### config.mk
export PLATFORM = sky130hd
export DESIGN_NAME = my_clipper_decode
export DESIGN_NICKNAME = d
export VERILOG_FILES = /design/src/rtl/my_clipper_decode.sv
export SDC_FILE = /design/constraint.sdc
export NUM_CORES = 1
export LEC_CHECK = 0
export BUFFER_PORTS_ARGS = -buffer_cell sky130_fd_sc_hd__clkbuf_2
export CORE_ASPECT_RATIO = 1.4
export CORE_MARGIN = 4
export CORE_UTILIZATION = 45
export CTS_BUF_LIST = sky130_fd_sc_hd__clkbuf_8 sky130_fd_sc_hd__clkbuf_16
export CTS_CLUSTER_SIZE = 16
export DETAILED_ROUTE_END_ITERATION = 6
export PLACE_DENSITY_LB_ADDON = 0.15
export SYNTH_ARGS = -nofsm -noshare
export SYNTH_HDL_FRONTEND = slang
export SYNTH_SLANG_ARGS = --single-unit
### constraint.sdc
create_clock -name clk -period 2.6 [get_ports clk]
set_clock_uncertainty 0.15 [all_clocks]
set_input_delay 0.26 -clock clk [delete_from_list [all_inputs] [get_ports clk]]
set_output_delay 0.26 -clock clk [all_outputs]
set_load 0.05 [all_outputs]
### src/rtl/my_clipper_decode.sv
// my_clipper_decode: Avalon-ST video input parser.
// Control packets (type 0xF) latch width/height/interlaced onto sideband outputs,
// video packets (type 0x0) are forwarded with the header beat stripped, and all
// other packet types are consumed and dropped.
// Optional: define MY_CLIPPER_DECODE_FRAME_CNT_EN to add the frame_count output.
module my_clipper_decode #(
    parameter int DATA_WIDTH  = 8,
    parameter int DATA_BITS   = 8,
    parameter int DATA_PLANES = 1
) (
    input  logic                  clk,
    input  logic                  rst_n,
    input  logic [DATA_WIDTH-1:0] din_data,
    input  logic                  din_valid,
    output logic                  din_ready,
    input  logic                  din_startofpacket,
    input  logic                  din_endofpacket,
    output logic [DATA_WIDTH-1:0] dout_data,
    output logic                  dout_valid,
    input  logic                  dout_ready,
    output logic                  dout_startofpacket,
    output logic                  dout_endofpacket,
    output logic [15:0]           video_width,
    output logic [15:0]           video_height,
    output logic [3:0]            video_interlaced,
    output logic                  ctrl_update,
    output logic                  packet_error
`ifdef MY_CLIPPER_DECODE_FRAME_CNT_EN
    ,
    output logic [15:0]           frame_count
`endif
);

    typedef enum logic [1:0] {IDLE, CTRL, VIDEO, DROP} state_t;

    state_t      state, state_nxt;
    logic [3:0]  nib_cnt, nib_cnt_nxt;
    logic [4:0]  nib_sum;
    logic [35:0] shadow, shadow_nxt;
    logic        first_pix;
    logic        accept, header, ctrl_beat, ctrl_done, commit, error_nxt;

    // Handshake, pass-through datapath and beat classification
    always_comb begin
        din_ready          = (state == VIDEO) ? dout_ready : 1'b1;
        accept             = din_valid && din_ready;
        header             = accept && din_startofpacket;
        ctrl_beat          = accept && !din_startofpacket && (state == CTRL);
        ctrl_done          = ctrl_beat && din_endofpacket;
        dout_data          = din_data;
        dout_valid         = (state == VIDEO) && din_valid && !din_startofpacket;
        dout_startofpacket = dout_valid && first_pix;
        dout_endofpacket   = dout_valid && din_endofpacket;
    end

    // Control nibble assembly: plane p of this beat lands in slot nib_cnt+p
    always_comb begin
        shadow_nxt  = shadow;
        nib_cnt_nxt = nib_cnt;
        nib_sum     = {1'b0, nib_cnt} + 5'(DATA_PLANES);
        if (header) begin
            shadow_nxt  = '0;
            nib_cnt_nxt = '0;
        end else if (ctrl_beat) begin
            for (int unsigned n = 0; n < 9; n++) begin
                for (int unsigned p = 0; p < DATA_PLANES; p++) begin
                    if (32'(nib_cnt) + p == n)
                        shadow_nxt[35-4*n -: 4] = din_data[p*DATA_BITS +: 4];
                end
            end
            nib_cnt_nxt = (nib_sum >= 5'd9) ? 4'd9 : nib_sum[3:0];
        end
        commit    = ctrl_done && (nib_sum >= 5'd9);
        error_nxt = (header && (state != IDLE)) || (ctrl_done && (nib_sum < 5'd9));
    end

    // Next-state decode; a header beat restarts parsing from any state
    always_comb begin
        state_nxt = state;
        if (header) begin
            if (din_endofpacket)
                state_nxt = IDLE;
            else if (din_data[3:0] == 4'h0)
                state_nxt = VIDEO;
            else if (din_data[3:0] == 4'hF)
                state_nxt = CTRL;
            else
                state_nxt = DROP;
        end else if (accept && din_endofpacket && (state != IDLE)) begin
            state_nxt = IDLE;
        end
    end

    // State, shadow, committed outputs and status pulses
    always_ff @(posedge clk) begin
        if (!rst_n) begin
            state            <= IDLE;
            nib_cnt          <= '0;
            shadow           <= '0;
            first_pix        <= 1'b0;
            video_width      <= '0;
            video_height     <= '0;
            video_interlaced <= '0;
            ctrl_update      <= 1'b0;
            packet_error     <= 1'b0;
        end else begin
            state        <= state_nxt;
            nib_cnt      <= nib_cnt_nxt;
            shadow       <= shadow_nxt;
            ctrl_update  <= commit;
            packet_error <= error_nxt;
            if (header)
                first_pix <= 1'b1;
            else if (dout_valid && dout_ready)
                first_pix <= 1'b0;
            if (commit) begin
                video_width      <= shadow_nxt[35:20];
                video_height     <= shadow_nxt[19:4];
                video_interlaced <= shadow_nxt[3:0];
            end
        end
    end

`ifdef MY_CLIPPER_DECODE_FRAME_CNT_EN
    // Count completed forwarded frames
    always_ff @(posedge clk) begin
        if (!rst_n)
            frame_count <= '0;
        else if (dout_valid && dout_ready && din_endofpacket)
            frame_count <= frame_count + 16'd1;
    end
`endif

endmodule

==> implementation parameters, run 1 <==
Parameter                              Value

Run status
  Run status ... finished, final reports clean

Logic synthesis
  Post-synth top cells ... dfxtp_1 (81), nor2_1 (43), and2_1 (38)
  Cell type with the largest total area after synthesis ... dfxtp_1
  Number of storage elements in the synthesis netlist ... 81
  Most frequent cell after synthesis ... dfxtp_1
  Synth unique cells ... 40
  Instance count of the mapped netlist ... 326
  Number of warning messages in the yosys log ... 0
  Per-instance average area after synthesis ... 10.8 sq um
  Sequential-to-total area share from yosys stat ... 46.0%
  Area fraction of the dominant cell type after synthesis ... 46.0%
  Cell types with the largest area share after synthesis ... dfxtp_1 (46%), mux2_4 (13%), mux2i_1 (10%)
  Post-synthesis instance area ... 3520 sq um
  Main flop type after synthesis ... dfxtp_1
  Synth async-reset ratio ... 0%
  Total nets after synthesis ... 344
  Number of synthesized flops with an enable pin ... 0

Clock tree
  Total number of clock tree sinks ... 81
  Postcts setup bufs ... 0
  TritonCTS Buffers ... 9
  Buffer levels on the longest clock path ... 2
  CTS tree ... built
  CTS Root Buffer Type ... clkbuf_8
  Clock insertion delay at the later pin of the skew report ... 340 ps
  CTS clock-pin slew for the worst setup and hold paths ... 80 ps
  Count of H-tree levels built during CTS ... 3

Finish
  Area occupied by registers ... 1620 sq um
  Fraction of final layout cells with drive strength greater than 1 ... 32.0%
  Area delta synth->final ... 12.3%
  Count of antenna diodes in the layout ... 0
  Total area of multi-input combinational cells ... 1680 sq um
  Number of fill cells ... 707
  Post-Route Utilization ... 52.8%
  Layout net count ... 382
  Post-layout instance area ... 3960 sq um

Detailed routing
  Overall routed net length ... 6770 um
  Avg Vias per Cell ... 4.91
  Via Count ... 2288
  Final ANT Viol Nets ... 0
  DRT Pass-1 Iters ... 4
  DRC viols ... 0
  Number of design-rule violations left by the first detailed-router iteration ... 129
  Avg WL per Cell ... 14.5 um

Timing
  Worst-Margin Slew ... 353 ps
  Final clock period utilization by the worst path ... 91.8%
  RSZ-0062 raised after global routing ... no
  Worst max-slew margin expressed relative to the limit ... 76.1%
  Hold violation count in the final report ... 0
  Setup total negative slack ... 0 ps
  Time the final worst path needs with I/O delays and setup ... 2390 ps
  Highest Clock Rate ... 419 MHz
  Count of final max-slew check failures ... 0
  Number of setup violations in the final report ... 0

Critical path
  Req. time, crit path ... 2680 ps
  Critical path peak fanout ... 14
  Type of element capturing the critical path ... register
  Startpoint Class ... register
  Crit path arrival time ... 2470 ps
  Cells along the critical path ... inv_1, ha_1, nand2b_1, a21oi_2, o2bb2ai_1, nor2b_4, buf_6, mux2_2
  Slowest cell on crit path ... dfxtp_1
  Start-to-end type of the worst setup path ... reg -> reg
  CP top delay family ... flip-flops
  Delay contributed by the slowest stage of the critical path ... 440 ps
  Buffers and inverters on the worst path ... 2

Floorplanning
  Number of ports placed on the die boundary ... 64
  Y dimension of the die ... 113 um
  Starting density of the core ... 47.0%
  Standard-cell row count ... 37
  Area inside the core boundary ... 7500 sq um
  Die footprint ... 9330 sq um
  Floorplan die width ... 82.8 um

Place
  Cell area reported after detailed placement ... 3760 sq um
  Routability-driven placement congestion ratio ... 0.862
  Detail Placement HPWL ... 4500 um
  IO buf count ... 55

Global route
  Final global-route overflow total ... 0
  Tot GR Track Use ... 16.2%
  First-pass GRT wire length ... 11500 um
  Via count of the first global-routing pass ... 2327
  Initial antenna violation count ... 0
  Pin count of the biggest net entering global routing ... 41

Power
  Worst VDD drop ... 0.000321 V
  Power per unit of standard cell area ... 559 nW/um^2
  Leak pwr ... 0.00173 uW

Job
  Max capacitance violation total ... 0

Worst hold path
  Hold crit path type ... in -> reg
==> registers in the layout, indices dropped and copies added (netlist names) <==
name / flops
ctrl_update: 1
video_interlaced: 4
packet_error: 1
first_pix: 1
video_height: 16
video_width: 16
shadow: 36
state: 2
nib_cnt: 4
==> logic make-up (layout without fill, tap and decap cells) <==
kind of cell / after synthesis / in the layout / synth area share [%]
AND/OR/NAND/NOR: 114 / 114 / 17.3
flip-flops: 81 / 81 / 46.0
multiplexers: 72 / 72 / 24.9
buffers and inverters: 36 / 79 / 6.64
AO/OA/AOI/OAI: 19 / 19 / 3.76
adder cells (fa/ha/maj): 4 / 4 / 1.42
==> metrics by stage <==
step | power, uW | cells | hold slack, ps | setup WS [ps]
after floorplan | 1350 | 326 | 282 | 177
after global placement | 1370 | 450 | 295 | 265
final | 2210 | 466 | 46.1 | 213
after detailed placement | 1370 | 450 | 312 | 192
after global routing | 2290 | 466 | 85.5 | 48.4
after CTS | 2240 | 466 | 40.5 | 177
==> placed cells by master (no fill, tap or decap), types with 2 or more instances in the layout <==
cell type and instances:
nand3_2 2, nand3_1 5, mux2_4 30, nand2b_1 3, clkinv_2 2, clkbuf_8 9, and2_1 38, clkbuf_2 55
mux2_2 6, o21ai_0 3, a21oi_1 4, inv_1 6, nor3_1 2, a31oi_1 3, mux2i_1 36, ha_1 3
and3_1 5, dfxtp_1 81, buf_12 2, nand2_1 8, nor2_1 43
==> area by class of cell <==
cell class              count  share of cell area (%)
well taps                  97                    3.07
multi-input cells         209                    42.4
inverters                   4                   0.379
clock inverters             7                    1.61
repair buffers             59                    8.44
flip-flops and latches     81                    41.0
clock buffers               9                    3.13
==> metal layers <==
metal,vias to the layer above,global-route usage [%],part of all wire [%]
li1,1152,-,-
met1,1065,20.2,44
met2,53,26.0,49
met3,18,3.11,3.7
met4,0,8.62,2.9
met5,-,0,0
==> timing repair <==
item	in CTS	in global routing
gates resized for setup	0	2
endpoints found under the setup margin	0	1
hold buffers	0	0
==> power by group <==
group | switching, uW | internal [uW] | leakage [uW]
clock | 443 | 435 | 0.000102
combinational | 66.8 | 22.2 | 0.000977
sequential | 3.13 | 1240 | 0.000653
total | 513 | 1700 | 0.00173
==> worst reg2reg max path, stage by stage, from the launching register on <==
cell	delay, ps
dfxtp_1	440
inv_1	120
ha_1	320
nand2b_1	130
a21oi_2	70
o2bb2ai_1	240
nor2b_4	230
buf_6	230
mux2_2	350
==> final timing paths <==
| check | start | to | slack (ps) | cells after the start |
|---|---|---|---|---|
| worst max-delay path | nib_cnt[0]$_SDFFE_PP0N_ | video_width[14]$_SDFFE_PN0P_ | 210 | 8 |
| worst min register to register | first_pix$_SDFFE_PN0P_ | first_pix$_SDFFE_PN0P_ | 320 | 2 |
| worst min-delay path | dout_ready | first_pix$_SDFFE_PN0P_ | 50 | 4 |
| worst max register to register | nib_cnt[0]$_SDFFE_PP0N_ | video_width[14]$_SDFFE_PN0P_ | 210 | 8 |
Note: power is estimated with default switching activity, not from simulation.
==> run 2, diff against run 1 <==
Settings changed: ABC_AREA set to 1.
==> implementation parameters, run 2 <==
Parameter                              Value

Critical path
  Delay contributed by the slowest stage of the critical path ... 440 ps
  Minimum setup slack among reg-to-reg paths ... 380 ps
  Crit path arrival time ... 2290 ps
  Slowest cell on crit path ... dfxtp_1
  Cells along the critical path ... inv_1, ha_1, nor2_1, nand2_1, nand2_2, nand3_4, nand2_4, buf_4, nand2_1, nand2_1, nor2_1
  Worst r2r path cells ... 11
  Startpoint Class ... register
  Worst r2r src ... nib_cnt[0]$_SDFFE_PP0N_
  Type of element capturing the critical path ... register
  FF-to-FF End ... video_width[3]$_SDFFE_PN0P_
  Start-to-end type of the worst setup path ... reg -> reg
  CP dominant cell by count ... nand2_1
  Worst setup path startpoint ... nib_cnt[0]$_SDFFE_PP0N_
  Critical path peak fanout ... 31
  Req. time, crit path ... 2680 ps

Detailed routing
  Overall routed net length ... 9220 um
  DRC viols ... 0
  Via Count ... 3714
  DRT Pass-1 Iters ... 4
  Final ANT Viol Nets ... 0
  Avg WL per Cell ... 11.9 um
  Avg Vias per Cell ... 4.79
  Number of design-rule violations left by the first detailed-router iteration ... 271

Power
  Leak pwr ... 0.00225 uW
  Power per unit of standard cell area ... 555 nW/um^2
  Worst VDD drop ... 0.000417 V

Floorplanning
  Area inside the core boundary ... 8710 sq um
  Y dimension of the die ... 121 um
  Floorplan die width ... 88.4 um
  Die footprint ... 10700 sq um
  Standard-cell row count ... 40
  Starting density of the core ... 46.8%
  Number of ports placed on the die boundary ... 64

Logic synthesis
  Cell types with the largest area share after synthesis ... dfxtp_1 (40%), nand2_1 (22%), nor2_1 (8.1%)
  Most frequent cell after synthesis ... nand2_1
  Post-synth top cells ... nand2_1 (239), nor2_1 (88), dfxtp_1 (81)
  Synth async-reset ratio ... 0%
  Per-instance average area after synthesis ... 6.47 sq um
  Main flop type after synthesis ... dfxtp_1
  Total nets after synthesis ... 648
  Number of synthesized flops with an enable pin ... 0
  Post-synthesis instance area ... 4080 sq um
  Sequential-to-total area share from yosys stat ... 39.8%
  Instance count of the mapped netlist ... 630
  Number of storage elements in the synthesis netlist ... 81
  Synth unique cells ... 23
  Cell type with the largest total area after synthesis ... dfxtp_1
  Number of warning messages in the yosys log ... 0
  Area fraction of the dominant cell type after synthesis ... 39.8%

Clock tree
  Total number of clock tree sinks ... 81
  CTS tree ... built
  Buffer levels on the longest clock path ... 2
  Clock insertion delay at the later pin of the skew report ... 330 ps
  TritonCTS Buffers ... 9
  CTS clock-pin slew for the worst setup and hold paths ... 60 ps
  Hold-fix buffer count after cts ... 0
  CTS Root Buffer Type ... clkbuf_16
  Number of resized instances in the post-cts repair step ... 0
  Postcts setup bufs ... 0
  Count of H-tree levels built during CTS ... 3

Finish
  Layout net count ... 684
  Count of antenna diodes in the layout ... 0
  Post-route non-filler standard cell count ... 776
  Post-Route Utilization ... 52.7%
  Register ranked first by flip-flop count ... shadow
  Number of fill cells ... 899
  Commonest cells after routing, fill and taps aside ... nand2_1 (239), nor2_1 (88), dfxtp_1 (81)
  Most frequent standard cell in the layout excluding fill and tap cells ... nand2_1
  Fraction of final layout cells with drive strength greater than 1 ... 13.9%
  Area occupied by registers ... 1620 sq um
  Flip-flop count of the largest register, all copies and words added ... 36
  Area delta synth->final ... 12.7%
  Total area of multi-input combinational cells ... 2030 sq um
  Top flop regs ... shadow x36, video_height x16, video_width x16

Timing
  Time the final worst path needs with I/O delays and setup ... 2220 ps
  RSZ-0062 raised after global routing ... no
  Final clock period utilization by the worst path ... 85.3%
  Number of setup violations in the final report ... 0
  Worst-Margin Slew ... 582 ps
  Setup total negative slack ... 0 ps
  Hold violation count in the final report ... 0
  Count of final max-slew check failures ... 0
  Highest Clock Rate ... 451 MHz
  Worst max-slew margin expressed relative to the limit ... 61.2%

Global route
  First-pass GRT wire length ... 15900 um
  Tot GR Track Use ... 18.7%
  Pin count of the biggest net entering global routing ... 42
  Initial antenna violation count ... 0
  Via count of the first global-routing pass ... 3408
  Final global-route overflow total ... 0

Worst hold path
  Hold path start ... din_endofpacket
  Hold crit path type ... in -> reg
  Hold Path Cell Cnt ... 4
  End point of the worst hold path ... state[0]$_SDFFE_PN0P_

Place
  IO buf count ... 55
  Inst Count DP ... 760
  Detail Placement HPWL ... 6310 um
  Routability-driven placement congestion ratio ... 0.836

Run status
  Run status ... finished, final reports clean

Job
  Max capacitance violation total ... 0
[run 2: cell count changes after synthesis, sizes merged, moves of 8 or more]
| cell | change |
|---|---|
| mux2 | -36 |
| inv | +47 |
| buf | +8 |
| o21ai | +16 |
| a21oi | +38 |
| nand2 | +235 |
| and2 | -8 |
| mux2i | -36 |
| nand3 | +14 |
| nor2 | +49 |
[run 2: worst max path at each step]
stage	endpoint	depth (start not counted)
after floorplan	video_width[10]$_SDFFE_PN0P_	11
after global placement	video_width[7]$_SDFFE_PN0P_	11
after detailed placement	video_width[3]$_SDFFE_PN0P_	11
after CTS	video_width[3]$_SDFFE_PN0P_	11
after global routing	video_height[3]$_SDFFE_PN0P_	11
final	video_width[3]$_SDFFE_PN0P_	11
[run 2: critical path: cells and delay by family (launching register included)]
family	cells	cell delay, ps
simple gates	8	760
fa+ha+maj	1	330
flops	1	440
buf+inv	2	410
[run 2: through the flow]
| stage | cell area (sq um) | power (uW) | hold WS, ps | setup WS [ps] |
|---|---|---|---|---|
| 6_report | 4590 | 2550 | 160 | 383 |
| 5_1_grt | 4590 | 2640 | 184 | 183 |
| 4_1_cts | 4590 | 2580 | 157 | 373 |
| 3_5_place_dp | 4310 | 1380 | 322 | 395 |
| 3_3_place_gp | 4310 | 1380 | 314 | 477 |
| 2_1_floorplan | 4080 | 1370 | 239 | 820 |
[run 2: cells by family after synthesis]
kind of cell               share of synthesized area, %
buffers and inverters                              10.5
adders and majority gates                          1.23
AOI/OAI and AO/OA                                  7.98
and+or+nand+nor                                    40.5
DFF                                                39.8
[run 2: report_power, final]
part / switching (uW) / internal [uW]
Combinational: 85.6 / 21.7
Clock: 497 / 695
Sequential: 2.99 / 1240
[run 2: layer usage]
metal | track usage [%] | part of all wire, %
met5 | 0 | 0
met4 | 8.79 | 2.2
met3 | 2.79 | 3.8
met2 | 30.0 | 47
met1 | 24.3 | 47
[run 2: layout make-up]
class | instances | area share, %
multi-input cells | 461 | 44.1
flip-flops and latches | 81 | 35.3
repair buffers | 62 | 7.41
clock buffers | 11 | 5.50
inverters | 51 | 4.17
well taps | 105 | 2.86
clock inverters | 5 | 0.654
